`config.mk`:
```
export PLATFORM = sky130hd
export DESIGN_NAME = ysyx_22051013_axi_rd_arbiter
export DESIGN_NICKNAME = d
export VERILOG_FILES = /design/src/rtl/ysyx_22051013_axi_rd_arbiter_pkg.sv /design/src/rtl/ysyx_22051013_axi_rd_arbiter_rr_arb2.sv /design/src/rtl/ysyx_22051013_axi_rd_arbiter.sv
export SDC_FILE = /design/constraint.sdc
export NUM_CORES = 1
export LEC_CHECK = 0
export CAP_MARGIN = 20
export CORE_AREA = 2 2 159 161
export DETAILED_ROUTE_END_ITERATION = 12
export DIE_AREA = 0 0 161 163
export GPL_ROUTABILITY_DRIVEN = 1
export MAX_ROUTING_LAYER = met4
export PLACE_DENSITY = 0.62
export SYNTH_ARGS = -nofsm -noshare
export SYNTH_HDL_FRONTEND = slang
export SYNTH_SLANG_ARGS = --single-unit
```
`constraint.sdc`:
```
create_clock -name clk -period 2.5 [get_ports clk]
set_clock_uncertainty 0.2 [all_clocks]
set_input_delay 0.375 -clock clk [delete_from_list [all_inputs] [get_ports clk]]
set_output_delay 0.375 -clock clk [all_outputs]
set_load 0.1 [all_outputs]
```
`src/rtl/ysyx_22051013_axi_rd_arbiter_pkg.sv`:
```
// Shared AXI read-arbiter definitions: bus widths, FSM state encodings and grant indices.
// Every arbiter file imports this package, so none of these values is defined anywhere else.
package ysyx_22051013_axi_rd_arbiter_pkg;

  localparam int ADDR = 64;
  localparam int DATA = 64;
  localparam int RESP = 2;

  typedef enum logic [1:0] {
    S_IDLE = 2'd0,
    S_ADDR = 2'd1,
    S_DATA = 2'd2
  } state_e;

  // Grant index doubles as the round-robin history bit.
  localparam logic GNT_IFU = 1'b0;
  localparam logic GNT_LSU = 1'b1;

endpackage

```
`src/rtl/ysyx_22051013_axi_rd_arbiter_rr_arb2.sv`:
```
// Two-requester winner select: a lone requester always wins; on a tie the winner is
// either the master not granted last (RR_EN=1) or always the LSU (RR_EN=0).
module ysyx_22051013_rr_arb2
  import ysyx_22051013_axi_rd_arbiter_pkg::*;
#(
  parameter int RR_EN = 1
) (
  input  logic req_ifu,
  input  logic req_lsu,
  input  logic last_grant,
  output logic grant,
  output logic grant_valid
);

  always_comb begin
    grant_valid = req_ifu | req_lsu;
    grant       = GNT_IFU;
    if (req_ifu && req_lsu) begin
      grant = (RR_EN != 0) ? ~last_grant : GNT_LSU;
    end else if (req_lsu) begin
      grant = GNT_LSU;
    end
  end

endmodule

```
`src/rtl/ysyx_22051013_axi_rd_arbiter.sv`:
```
// Arbitrates the IFU and LSU AXI read channels onto one memory slave.
// At most one transaction is in flight: IDLE (arbitrate) -> ADDR (slave AR) -> DATA (one R beat).
module ysyx_22051013_axi_rd_arbiter
  import ysyx_22051013_axi_rd_arbiter_pkg::*;
#(
  parameter int RR_EN = 1
) (
  input  logic            clk,
  input  logic            rst,

  input  logic [ADDR-1:0] ifu_ar_addr,
  input  logic            ifu_ar_valid,
  output logic            ifu_ar_ready,
  output logic [DATA-1:0] ifu_r_data,
  output logic [RESP-1:0] ifu_r_resp,
  output logic            ifu_r_valid,
  input  logic            ifu_r_ready,

  input  logic [ADDR-1:0] lsu_ar_addr,
  input  logic            lsu_ar_valid,
  output logic            lsu_ar_ready,
  output logic [DATA-1:0] lsu_r_data,
  output logic [RESP-1:0] lsu_r_resp,
  output logic            lsu_r_valid,
  input  logic            lsu_r_ready,

  output logic [ADDR-1:0] s_ar_addr,
  output logic            s_ar_valid,
  input  logic            s_ar_ready,
  input  logic [DATA-1:0] s_r_data,
  input  logic [RESP-1:0] s_r_resp,
  input  logic            s_r_valid,
  output logic            s_r_ready
);

  state_e          state_reg;
  state_e          state_next;
  logic [ADDR-1:0] addr_reg;
  logic            gnt_reg;
  logic            last_grant_reg;
  logic            win;
  logic            win_valid;
  logic            ar_hs;

  ysyx_22051013_rr_arb2 #(
    .RR_EN(RR_EN)
  ) u_arb (
    .req_ifu    (ifu_ar_valid),
    .req_lsu    (lsu_ar_valid),
    .last_grant (last_grant_reg),
    .grant      (win),
    .grant_valid(win_valid)
  );

  // The winner's ready is only raised while its valid is high, so any winner is a handshake.
  assign ar_hs = (state_reg == S_IDLE) && win_valid && !rst;

  always_ff @(posedge clk or posedge rst) begin
    if (rst) begin
      state_reg      <= S_IDLE;
      addr_reg       <= '0;
      gnt_reg        <= GNT_IFU;
      last_grant_reg <= GNT_IFU;
    end else begin
      state_reg <= state_next;
      if (ar_hs) begin
        addr_reg       <= (win == GNT_LSU) ? lsu_ar_addr : ifu_ar_addr;
        gnt_reg        <= win;
        last_grant_reg <= win;
      end
    end
  end

  always_comb begin
    state_next   = state_reg;
    ifu_ar_ready = 1'b0;
    lsu_ar_ready = 1'b0;
    ifu_r_valid  = 1'b0;
    ifu_r_data   = '0;
    ifu_r_resp   = '0;
    lsu_r_valid  = 1'b0;
    lsu_r_data   = '0;
    lsu_r_resp   = '0;
    s_ar_valid   = 1'b0;
    s_ar_addr    = '0;
    s_r_ready    = 1'b0;

    case (state_reg)
      S_IDLE: begin
        if (ar_hs) begin
          if (win == GNT_LSU) lsu_ar_ready = 1'b1;
          else                ifu_ar_ready = 1'b1;
          state_next = S_ADDR;
        end
      end

      S_ADDR: begin
        s_ar_valid = 1'b1;
        s_ar_addr  = addr_reg;
        if (s_ar_ready) state_next = S_DATA;
      end

      S_DATA: begin
        if (gnt_reg == GNT_LSU) begin
          lsu_r_valid = s_r_valid;
          lsu_r_data  = s_r_data;
          lsu_r_resp  = s_r_resp;
          s_r_ready   = lsu_r_ready;
          if (s_r_valid && lsu_r_ready) state_next = S_IDLE;
        end else begin
          ifu_r_valid = s_r_valid;
          ifu_r_data  = s_r_data;
          ifu_r_resp  = s_r_resp;
          s_r_ready   = ifu_r_ready;
          if (s_r_valid && ifu_r_ready) state_next = S_IDLE;
        end
      end

      default: state_next = S_IDLE;
    endcase
  end

endmodule

```
==> results.md <==
* Run status: complete, no violations
* Drt drc at 0
* Antenna violations before repair at 6
* Seq/Total Area, Yosys at 37.1%
* Sink Count at 67
* Vias per std cell at ~4.5
* Critical path endpoint category: output pin
* Congestion Overflow GR at 0
* Fraction of layout cells with a size suffix above 1 at between 20% and 30%
* GR Util All Layers at between 10% and 20%
* WP data required at around 1.9 ns
* Leakage power at around 4.7 nW
* Nets at 1,116
* RSZ-0062 raised after global routing: true
* Routed Antenna Nets at 0
* Setup CP Type: reg -> out
* Crit Path Max Fanout at 4
* Fin area at 11,400 sq um
* # fillers at 2,298
* Buffers on Ports at 403
* Final hold slack at ~0.3 ns
* Routed WL at ~25,000 um
* Root Driver: clkbuf_16
* Die width at about 160 um
* Die area at ~26,000 sq um
* 1st-pass router iterations at 4
* #FFs+latches synth at between 60 and 70
* Startpoint type of the worst setup path: flop
* Peak Freq at slightly above 400 MHz
* Pwr dens at ~1200 nW/um^2
* Cell count after synthesis at approximately 530
* CTS tree: built
* Die H at ~160 um
* Initial Utilization at 18.3%
* Row count at 58
* Max IR drop VDD at ~0.00056 V
* Final period demand of the worst path at approximately 2.4 ns
* Num CTS Buffers at 9
* Synth warnings at 0
* CP arrival at around 1.9 ns
* Largest net degree at the start of global routing at just under 70
* # IOs at ~400
* Final Slew Violations at 0
* First-pass GRT wire length at 36,500 um
* Placed Area at roughly 11,000 sq um
* Post-synthesis cell area at about 4500 sq um
* # hold bufs at CTS at 0
* Skew-Pair Late Insertion Delay at approximately 0.33 ns
* Detailed placer's ending HPWL at between 15,000 and 20,000 um
* Min-Delay Path Class: reg -> reg
* CTS H-tree lvls at 3
* Routed WL per cell at 20.3 um
* Vias in the first global route at approximately 6,000
* Mapped Nets at about 740
* CORE AREA at approximately 25,000 sq um
* Area Growth Syn to Fin at 153%
* Max reg flops at 64
* Synth Area per Inst at 8.45 sq um
* Hold Vio Cnt, Final at 0
* Gp weighted congestion at 0.817
* Worst slew pin tran at around 0.56 ns
* Final setup fails at 0
* CTS max path bufs at 2
* Worst slew margin at 62.5%
* Tcrit/Tclk final at between 90% and 100%
* Worst-path clk slew at around 0.060 ns
* Via count at about 5,600
* Starting DRT DRC Count at 359
* Post-synth cell types at 21
* Max-capacitance violation count at 0
through the flow:
step | total power, W | util, % | worst slack (ns) | setup TNS (ns) | cells
2_1_floorplan | 0.00813 | - | -0.0409 | -0.0409 | 534
3_3_place_gp | 0.0120 | 44.5 | 0.139 | 0 | 1227
3_5_place_dp | 0.0121 | 44.5 | 0.134 | 0 | 1227
4_1_cts | 0.0135 | 45.8 | 0.00884 | 0 | 1243
5_1_grt | 0.0140 | 46.3 | -0.0146 | -0.137 | 1254
6_report | 0.0135 | 46.4 | 0.0631 | 0 | 1255
worst max-delay path: stages (launching register included):
cell,delay (ns)
dfrtp_1,0.47
or3_2,0.55
nor3b_4,0.29
buf_12,0.22
metal layers:
metal	share of wire (%)	track usage, %
met1	36	20.4
met2	51	32.3
met3	10	7.13
met4	2.3	5.24
met5	0	-
kinds of logic after synthesis:
kind of cell	Yosys count	synth area share (%)
AOI/OAI and AO/OA	67	14.5
buffers and inverters	58	6.29
and+or+nand+nor	341	41.8
DFF	67	37.1
muxes	1	0.222
power breakdown:
part	switching, W	internal, W
registers	0.000279	0.00160
logic	0.00655	0.00374
clock network	0.000505	0.000872
area by class of cell:
cell class | count | area (sq um) | share of cell area, %
diodes | 6 | 15.0 | 0.131
clock buffers | 9 | 225 | 1.97
clock inverters | 7 | 92.6 | 0.809
inverters | 2 | 7.51 | 0.0656
multi-input cells | 409 | 2620 | 22.9
flip-flops and latches | 67 | 1680 | 14.7
well taps | 330 | 413 | 3.61
repair buffers | 425 | 6390 | 55.9
path summary, 6_finish.rpt:
| check | start | endpoint | slack, ns | cells after the start |
|---|---|---|---|---|
| worst max register to register | state_reg[1] | addr_reg[31] | 0.54 | 4 |
| worst min-delay path | addr_reg[5] | addr_reg[5] | 0.30 | 1 |
| min in group asynchronous | rst | state_reg[0] | 0.41 | 4 |
| worst max-delay path | state_reg[1] | ifu_ar_ready | 0.06 | 3 |
| max in group asynchronous | rst | addr_reg[28] | 1.26 | 4 |
| worst min register to register | addr_reg[5] | addr_reg[5] | 0.30 | 1 |
cells in the final DEF (no fill, tap or decap), drive strengths merged:
| cell type | count |
|---|---|
| or3 | 1 |
| clkdlybuf4s50 | 200 |
| a221o | 64 |
| a21oi | 1 |
| o21ai | 2 |
| nand2b | 2 |
| and2 | 198 |
| mux2i | 1 |
| inv | 2 |
| nor3 | 65 |
| nor2b | 3 |
| clkinv | 5 |
| diode | 6 |
| nor3b | 1 |
| and3 | 1 |
| buf | 222 |
| clkbuf | 12 |
| nor2 | 3 |
| bufinv | 2 |
| nand2 | 67 |
| dfrtp | 67 |
cells in the mapped netlist (all sizes together):
| master | instances | area share, % |
|---|---|---|
| o21ai | 2 | 0.22 |
| inv | 2 | 0.17 |
| a221o | 64 | 14 |
| nor3b | 1 | 0.28 |
| nand2 | 67 | 5.6 |
| or3 | 1 | 0.14 |
| mux2i | 1 | 0.22 |
| dfrtp | 67 | 37 |
| buf | 21 | 3.2 |
| nand2b | 2 | 0.28 |
| clkbuf | 35 | 2.9 |
| nor2b | 3 | 0.42 |
| nor2 | 3 | 0.25 |
| and2 | 198 | 27 |
| nor3 | 65 | 7.3 |
| and3 | 1 | 0.14 |
| a21oi | 1 | 0.11 |
repair_timing:
action | 4_1_cts | 5_1_grt
endpoints found under the setup margin | 0 | 133
buffers inserted | 0 | 1
hold endpoints to repair | 0 | 0
resized for setup | 0 | 2
Note: power is estimated with default switching activity, not from simulation.
